`config.mk`:
```
export PLATFORM = sky130hd
export DESIGN_NAME = rx_frame_module_flat
export DESIGN_NICKNAME = d
export VERILOG_FILES = /design/src/rtl/rx_frame_if.sv /design/src/rtl/rx_frame_module.sv /design/src/flat_wrapper.sv
export SDC_FILE = /design/constraint.sdc
export NUM_CORES = 1
export LEC_CHECK = 0
export ABC_AREA = 1
export BUFFER_PORTS_ARGS = -buffer_cell sky130_fd_sc_hd__buf_2
export CELL_PAD_IN_SITES_DETAIL_PLACEMENT = 2
export CELL_PAD_IN_SITES_GLOBAL_PLACEMENT = 2
export CORE_ASPECT_RATIO = 0.5
export CORE_UTILIZATION = 35
export CTS_BUF_LIST = sky130_fd_sc_hd__clkbuf_8
export DETAILED_ROUTE_END_ITERATION = 12
export PLACE_DENSITY = 0.68
export RECOVER_POWER = 100
export SKIP_LAST_GASP = 1
export SLEW_MARGIN = 10
export SYNTH_ARGS = -nofsm -noshare
export SYNTH_HDL_FRONTEND = slang
export SYNTH_SLANG_ARGS = --single-unit
```
`constraint.sdc`:
```
create_clock -name clk -period 2.94 [get_ports clk]
set_input_delay 0.588 -clock clk [delete_from_list [all_inputs] [get_ports clk]]
set_output_delay 0.588 -clock clk [all_outputs]
set_load 0.005 [all_outputs]
```
`src/rtl/rx_frame_if.sv`:
```
// Byte-stream and host-side bundle for rx_frame_module.
// slave: the parser; master: byte source plus host reader.
interface rx_frame_if #(
   parameter int MAX_LEN = 16
);
   localparam int AW = (MAX_LEN > 1) ? $clog2(MAX_LEN) : 1;

   logic          rx_done_sig;
   logic [7:0]    rx_data;
   logic          rx_en_sig;
   logic          frame_valid;
   logic [7:0]    frame_len;
   logic [AW-1:0] rd_addr;
   logic [7:0]    rd_data;
   logic          frame_ack;
   logic          frame_err_sig;
   logic [1:0]    err_code;

   modport slave (
      input  rx_done_sig, rx_data, rd_addr, frame_ack,
      output rx_en_sig, frame_valid, frame_len,
      output rd_data, frame_err_sig, err_code
   );

   modport master (
      output rx_done_sig, rx_data, rd_addr, frame_ack,
      input  rx_en_sig, frame_valid, frame_len,
      input  rd_data, frame_err_sig, err_code
   );
endinterface

```
`src/rtl/rx_frame_module.sv`:
```
// Header-hunting, length-prefixed, checksummed frame parser.
// Ports: clk, rst_n (async low), bus (rx_frame_if.slave).
module rx_frame_module #(
   parameter int MAX_LEN      = 16,
   parameter int TIMEOUT_CLKS = 156250
) (
   input  logic     clk,
   input  logic     rst_n,
   rx_frame_if.slave bus
);
   localparam int AW = (MAX_LEN > 1) ? $clog2(MAX_LEN) : 1;
   localparam logic [31:0] TMO_LAST = 32'(TIMEOUT_CLKS - 1);

   typedef enum logic [2:0] {
      S_HDR0, S_HDR1, S_LEN, S_DATA, S_CHK, S_HOLD
   } state_t;

   state_t      state, state_d;
   logic [7:0]  len_q, chk_q, cnt_q, len_out_q;
   logic [31:0] tmo_q;
   logic        in_frame, tmo_hit, done;
   logic        err_d, err_q, en_q;
   logic [1:0]  code_d, code_q;
   logic [7:0]  rd_q;
   logic [7:0]  mem [MAX_LEN];
   logic [AW-1:0] addr;

   assign done = bus.rx_done_sig;
   assign addr = bus.rd_addr;

   assign in_frame = (state == S_HDR1) || (state == S_LEN) ||
                     (state == S_DATA) || (state == S_CHK);
   // fire on the edge where the idle count would reach its limit
   assign tmo_hit = in_frame && !done && (tmo_q + 32'd1 >= TMO_LAST);

   always_ff @(posedge clk or negedge rst_n) begin
      if (!rst_n) state <= S_HDR0;
      else        state <= state_d;
   end

   always_comb begin
      state_d = state;
      err_d   = 1'b0;
      code_d  = 2'd0;
      if (tmo_hit) begin
         state_d = S_HDR0;
         err_d   = 1'b1;
         code_d  = 2'd3;
      end else begin
         unique case (state)
            S_HDR0: if (done && bus.rx_data == 8'h55) state_d = S_HDR1;
            S_HDR1: if (done) begin
               if (bus.rx_data == 8'hAA)      state_d = S_LEN;
               else if (bus.rx_data != 8'h55) state_d = S_HDR0;
            end
            S_LEN: if (done) begin
               if (bus.rx_data == 8'd0 ||
                   32'(bus.rx_data) > MAX_LEN) begin
                  state_d = S_HDR0;
                  err_d   = 1'b1;
                  code_d  = 2'd1;
               end else begin
                  state_d = S_DATA;
               end
            end
            S_DATA: if (done && cnt_q == len_q - 8'd1) state_d = S_CHK;
            S_CHK: if (done) begin
               if (bus.rx_data == chk_q) begin
                  state_d = S_HOLD;
               end else begin
                  state_d = S_HDR0;
                  err_d   = 1'b1;
                  code_d  = 2'd2;
               end
            end
            S_HOLD: begin
               if (bus.frame_ack) state_d = S_HDR0;
               if (done) begin
                  err_d  = 1'b1;
                  code_d = 2'd0;
               end
            end
            default: state_d = S_HDR0;
         endcase
      end
   end

   always_comb begin
      bus.frame_valid   = (state == S_HOLD);
      bus.rx_en_sig     = en_q;
      bus.frame_len     = len_out_q;
      bus.rd_data       = rd_q;
      bus.frame_err_sig = err_q;
      bus.err_code      = code_q;
   end

   always_ff @(posedge clk or negedge rst_n) begin
      if (!rst_n) begin
         len_q     <= 8'd0;
         chk_q     <= 8'd0;
         cnt_q     <= 8'd0;
         len_out_q <= 8'd0;
         tmo_q     <= 32'd0;
         err_q     <= 1'b0;
         code_q    <= 2'd0;
         en_q      <= 1'b0;
         rd_q      <= 8'd0;
      end else begin
         err_q <= err_d;
         if (err_d) code_q <= code_d;
         en_q <= (state_d != S_HOLD);
         if (!in_frame || done || tmo_hit) tmo_q <= 32'd0;
         else                              tmo_q <= tmo_q + 32'd1;
         if (done && !tmo_hit) begin
            if (state == S_LEN) begin
               len_q <= bus.rx_data;
               chk_q <= bus.rx_data;
               cnt_q <= 8'd0;
            end
            if (state == S_DATA) begin
               chk_q <= chk_q + bus.rx_data;
               cnt_q <= cnt_q + 8'd1;
            end
            if (state == S_CHK && bus.rx_data == chk_q)
               len_out_q <= len_q;
         end
         rd_q <= (32'(addr) < MAX_LEN) ? mem[addr] : 8'h00;
      end
   end

   // payload storage has no reset; bytes beyond len are stale
   always_ff @(posedge clk) begin
      if (state == S_DATA && done)
         mem[cnt_q[AW-1:0]] <= bus.rx_data;
   end
endmodule

```
`src/flat_wrapper.sv`:
```
// flat-port wrapper written by rule: the top's interface ports become plain ports
module rx_frame_module_flat 
#(
   parameter int MAX_LEN      = 16,
   parameter int TIMEOUT_CLKS = 156250
)
  (clk, rst_n, bus_rx_done_sig, bus_rx_data, bus_rd_addr, bus_frame_ack, bus_rx_en_sig, bus_frame_valid, bus_frame_len, bus_rd_data, bus_frame_err_sig, bus_err_code);
  rx_frame_if #(.MAX_LEN(MAX_LEN)) bus_i ();
  input  logic clk;
  input  logic rst_n;
  input wire logic [$bits(bus_i.rx_done_sig)-1:0] bus_rx_done_sig;
  input wire logic [$bits(bus_i.rx_data)-1:0] bus_rx_data;
  input wire logic [$bits(bus_i.rd_addr)-1:0] bus_rd_addr;
  input wire logic [$bits(bus_i.frame_ack)-1:0] bus_frame_ack;
  output wire logic [$bits(bus_i.rx_en_sig)-1:0] bus_rx_en_sig;
  output wire logic [$bits(bus_i.frame_valid)-1:0] bus_frame_valid;
  output wire logic [$bits(bus_i.frame_len)-1:0] bus_frame_len;
  output wire logic [$bits(bus_i.rd_data)-1:0] bus_rd_data;
  output wire logic [$bits(bus_i.frame_err_sig)-1:0] bus_frame_err_sig;
  output wire logic [$bits(bus_i.err_code)-1:0] bus_err_code;
  assign bus_i.rx_done_sig = bus_rx_done_sig;
  assign bus_i.rx_data = bus_rx_data;
  assign bus_i.rd_addr = bus_rd_addr;
  assign bus_i.frame_ack = bus_frame_ack;
  assign bus_rx_en_sig = bus_i.rx_en_sig;
  assign bus_frame_valid = bus_i.frame_valid;
  assign bus_frame_len = bus_i.frame_len;
  assign bus_rd_data = bus_i.rd_data;
  assign bus_frame_err_sig = bus_i.frame_err_sig;
  assign bus_err_code = bus_i.err_code;
  rx_frame_module #(.MAX_LEN(MAX_LEN), .TIMEOUT_CLKS(TIMEOUT_CLKS)) u_core (.clk(clk), .rst_n(rst_n), .bus(bus_i));
endmodule
```
# Word-level counts from Yosys, hierarchy flattened
# Memory sizes are Yosys's and may differ from the RTL's. A register that Yosys moved wholly into a read port is not among the register bits.
# Cells that the tools add are included.
[totals] mem_count=1 ff_bits=71 inputBits=16 ram_bits=128
[op_classes] eq_ne=11 magnitude_cmp=2 reduce_logical=23 muxes=32 n_addsub=4
[memory_table] memory="u_core.mem" words=16 word_bits=8 rd=1 rd_clocked_by_memory_dff=1 write_ports=1 line_no="rx_frame_module.sv:25" rtl="logic [7:0] mem [MAX_LEN];"
[op_table] operator="adder 32 x 1 -> 32 bit, second input constant" count=1
[op_table] operator=">= comparator 32 x 18 -> 1 bit, second input constant" count=1
[op_table] operator="two-way mux 32 bit" count=1
[op_table] operator="two-way mux 8 bit" count=4
[op_table] operator="two-way mux 3 bit" count=10
[op_table] operator="one-hot mux 3 bit (6 select lines)" count=1
[op_table] operator="equality test 8 bit" count=2
[op_table] operator="two-way mux 2 bit" count=5
[op_table] operator="two-way mux 1 bit" count=9
[op_table] operator="adder 8 x 1 -> 8 bit, second input constant" count=1
[op_table] operator="adder 8 bit" count=1
[op_table] operator="equality test 8 x 7 -> 1 bit, second input constant" count=1
[op_table] operator="equality test 8 bit, second input constant" count=1
[op_table] operator="> comparator 8 x 5 -> 1 bit, second input constant" count=1
[op_table] operator="zero test 8 bit" count=1
[op_table] operator="!= test 8 x 7 -> 1 bit, second input constant" count=1
[op_table] operator="subtractor 8 x 1 -> 8 bit, second input constant" count=1
[op_table] operator="logical AND 1 bit" count=7
[op_table] operator="equality test 3 x 2 -> 1 bit, second input constant" count=2
[op_table] operator="equality test 3 bit, second input constant" count=2
[op_table] operator="logical OR 1 bit" count=6
[op_table] operator="AND reduction 2 bit" count=3
[op_table] operator="zero test 1 bit" count=4
[op_table] operator="one-hot mux 2 bit (2 select lines)" count=1
[op_table] operator="other kinds (5)" count=5

# Logic depth before layout (Yosys ltp)
[logic_depth] word_depth=9 depth_mapped=16 mapped_depth_nobuf=16

# Worst setup path after synthesis
# OpenSTA, ideal clock, no wires.
[synth_timing] path_kind="in2reg" start="input port bus_rx_data[6]" end="register u_core.len_out_q[5], in the netlist u_core.bus.frame_len[5]" stages=8 n_path_buf=1 arrival_ps=2125 path_slack_ps=690 t_required_ps=2815 path_cell_list="ha_1 nor3_1 nand2_1 nor2_1 nand2_1 nor2_1 clkbuf_1 mux2_2"
[synth_between] elab_chain_cells=3
[synth_rtl] item="from (decl)" line_no="flat_wrapper.sv:12" rtl="input wire logic [$bits(bus_i.rx_data)-1:0] bus_rx_data;"
[synth_rtl] item="equality test 8 bit" line_no="rx_frame_module.sv:124" rtl="if (state == S_CHK && bus.rx_data == chk_q)"
[synth_rtl] item="logical AND 1 bit" line_no="rx_frame_module.sv:124"
[synth_rtl] item="AND reduction 2 bit (no source line)"
[synth_rtl] item="to (signal assigned)" line_no="rx_frame_module.sv:125" rtl="len_out_q <= len_q;"
[synth_rtl] item="to (decl)" line_no="rx_frame_module.sv:19" rtl="logic [7:0] len_q, chk_q, cnt_q, len_out_q;"
# Every way passes these cells.
# A chain may end at the register's enable or synchronous reset.

# Worst setup path after layout
[layout_timing] start="register u_core.state[2]" end="memory u_core.mem[11][0], enable pin"
[layout_between] elab_chain_cells=4
[layout_rtl] item="from (decl)" line_no="rx_frame_module.sv:18" rtl="state_t state, state_d;"
[layout_rtl] item="from (signal assigned)" line_no="rx_frame_module.sv:38" rtl="else state <= state_d;"
[layout_rtl] item="equality test 3 x 2 -> 1 bit" line_no="rx_frame_module.sv:133" rtl="if (state == S_DATA && done)"
[layout_rtl] item="logical AND 1 bit" line_no="rx_frame_module.sv:133"
[layout_rtl] item="two-way mux 1 bit" line_no="rx_frame_module.sv:133"
[layout_rtl] item="two-way mux 1 bit (not written as such)" line_no="rx_frame_module.sv:134" rtl="mem[cnt_q[AW-1:0]] <= bus.rx_data;"
[layout_rtl] item="to (decl)" line_no="rx_frame_module.sv:25"
# Every way passes these cells.

==> qor.yml <==
cells_and_area:
  final_cell_mix: "nand2_1, inv_1, edfxtp_1"
  multi_input_area_mm2: 0.00359
  area_growth_pct: 14.2
  antennaDiodeCount: 0
  fill_cells: 3078
  final_layout_size_suffix_gt1_frac: 0.0933
  num-nets-final: 1131
  final_cell_area_mm2: 0.0113
  final_common_cell: "nand2_1"
  area.sequential_mm2: 0.00582
sta:
  rsz0062_at_grt: "false"
  fin_crit_sh: 0.884
  relSlewSlack: -0.738
  fin_crit_ns: 2.60
  skew_ns: 0.0235
  holdWs_ns: 0.427
  timing.fmax_mhz: 385
  setup_viol: 0
  worstMarginPinSlew_ns: 2.61
  finalMaxSlewViolations: 36
  setup_tns_ns: 0
  hold_viol_final: 0
clocking:
  cts-resized-gates: 0
  htreeDepth: 2
  cts.sinks: 207
  cts_setup_buffers: 0
  cts_root_buf: "clkbuf_8"
  cts_tree: "built"
  cts_made_buffers: 34
  cts_hold_buf: 0
  cts.clk_slew.worst_paths_ns: 0.07
  cts.path.max_buffers: 3
  clock_latency_ns: 0.54
grt:
  grt_pass1_wl_um: 47300
  use_met2: 0.380
  met1_usage: 0.271
  grt-ovfl-total: 0
  antenna_found_initial: 0
  use_met3: 0.0382
  busiest_layer: "met2"
  grt_max_degree: 60
  grt_pass1_vias: 8503
  grtUsageTotal: 0.215
pwr:
  peakVddDrop_mv: 0.276
  pwr-share-comb: 0.179
  p_switching_mw: 2.28
  sw_frac_of_total: 0.309
  p_int_mw: 5.08
  leakage_nw: 4.65
  power_mw: 7.36
  pwr_density_cell_mw_per_mm2: 649
  seqPwrFrac: 0.469
  power_frac_clock: 0.351
worst_hold_path:
  hold_start: "bus_rd_addr[3]"
  hp-class: "in2reg"
  hold_depth: 3
setup_path:
  critPathKind: "reg2reg"
  cp_max_fo: 8
  worstPathArrival_ns: 2.77
  r2r.worst_path.cells: 8
  start_kind: "register"
  rr_startpoint: "u_core.state[2]$_DFF_PN0_"
  cp.required_ns: 3.11
  crit_start: "u_core.state[2]$_DFF_PN0_"
  crit_path_end_kind: "register"
drt:
  num_vias: 7529
  drtIter0Drc: 271
  routedWlPerCell_um: 19.9
  vias_per_cell: 4.99
  ant_nets: 0
  drtPass1Iterations: 4
  drc: 0
  totalWireLength_um: 30000
flow_run:
  cap_violations: 1
status:
  violations: "max-capacitance violations, max-slew violations"
  status: "complete, but fails checks"
floorplanning:
  core_area_mm2: 0.0278
  initial_core_util: 0.357
  fp-row-count: 43
  ioPinCount: 37
  die_x_um: 240
  die_h_um: 121
  die_area_mm2: 0.0291
placed_design:
  postPlaceCellArea_mm2: 0.0108
  gp_congestion: 0.812
  dpl.hpwl_um: 21100
  portBuffers: 36
synthesis:
  synth_edf_count: 128
  synth_cells: 1004
  synth_flop_cell: "edfxtp_1"
  syn_avg_cell_area_um2: 9.89
  ys_types: 42
  syn_area_mm2: 0.00993
  async_flop_share: 0.382
  seq_area_frac_synth: 0.586
  synth-seq-cells: 207
  ys_warn_count: 0
## registers in the layout (all words and copies together) (netlist names)
register / cells
u_core.bus.err_code: 2
u_core.chk_q: 8
u_core.bus.rx_en_sig: 1
u_core.state: 3
u_core.bus.frame_len: 8
u_core.cnt_q: 8
u_core.mem: 128
u_core.bus.frame_err_sig: 1
u_core.len_q: 8
u_core.tmo_q: 32
u_core.bus.rd_data: 8
## cell families (layout without fill, tap and decap cells)
family | count (synthesis) | after routing | share of synthesized area
xor+xnor | 21 | 21 | 0.0199
fa+ha+maj | 15 | 15 | 0.0197
compound gates | 166 | 166 | 0.0955
mux | 36 | 36 | 0.0368
other cells | 1 | 14 | 0.000378
simple gates | 417 | 417 | 0.187
buf+inv | 141 | 250 | 0.0547
flops | 207 | 207 | 0.586
## final timing paths
kind                                                       end  slack [ns]
hold / removal                 u_core.bus.rd_data[7]$_DFF_PN0_        0.43
setup reg to reg                   u_core.mem[11][0]$_DFFE_PP_        0.34
min in group asynchronous      u_core.bus.rd_data[3]$_DFF_PN0_        0.86
hold reg to reg            u_core.bus.frame_len[1]$_DFFE_PN0P_        0.49
setup / recovery                   u_core.mem[11][0]$_DFFE_PP_        0.34
max in group asynchronous            u_core.state[2]$_DFF_PN0_        0.59
## worst max-delay path, stage by stage, from the launching register on
cell and delay [ns]:
dfrtp_1 0.38, inv_1 0.14, nand3_1 0.29, nor2_1 0.47, inv_1 0.14, nor2_1 0.11
inv_1 0.13, nor2_1 0.14, clkbuf_1 0.43
## synthesized netlist by cell type (2+ instances only)
cell        n  area (um2)
nand3b_1    2        15.0
nor2_1    103         387
o221ai_1    2        17.5
clkbuf_1   22        82.6
a31oi_1     2        12.5
dfrtp_1    79        1980
a22oi_1     2        15.0
mux2i_1    32         320
inv_1     113         424
o211ai_1   34         255
buf_1       2        7.51
nor2_4      9         101
a21oi_1    55         275
o21a_1      4        30.0
nor2_8      2        40.0
nand3_1    49         245
nand4_1     9        56.3
ha_1       14         175
xor2_1      8        70.1
mux2_2      4        45.0
edfxtp_1  128        3840
or2_2       2        12.5
nand2_2     6        37.5
xnor2_1    12         105
nand2_1   207         777
o21ai_0    64         320
nand2_4     2        22.5
buf_2       2        10.0
nor2_2     15        93.8
nor3_1      7        35.0
## stage by stage
| step | util | setup WS, ns | cells |
|---|---|---|---|
| floorplan | - | 0.690 | 1017 |
| global placement | 0.390 | 0.503 | 1446 |
| detailed placement | 0.390 | 0.406 | 1446 |
| CTS | 0.414 | 0.384 | 1508 |
| global route | 0.408 | 0.107 | 1508 |
| finish | 0.408 | 0.341 | 1508 |
## routing by layer
| metal | up-vias | share of wire |
|---|---|---|
| met5 | - | 0 |
| met4 | 0 | 0.020 |
| met3 | 47 | 0.032 |
| met2 | 93 | 0.50 |
| met1 | 3831 | 0.45 |
| li1 | 3558 | - |
## cell type report
type	instances	share of cell area
multi-input cells	669	0.316
clock buffers	39	0.0473
repair buffers	74	0.0321
inverters	114	0.0377
clock inverters	23	0.0117
flip-flops and latches	207	0.513
well taps	382	0.0421
## power groups by stage
stage / registers (mW) / logic [mW] / clock network (mW)
after floorplan: 3.46 / 0.900 / 0
after global placement: 3.50 / 1.29 / 0
after global routing: 3.47 / 1.50 / 2.80
after CTS: 3.45 / 1.36 / 2.68
after detailed placement: 3.51 / 1.35 / 0
final: 3.45 / 1.32 / 2.59
No activity file was read; power rests on OpenSTA's default activity.
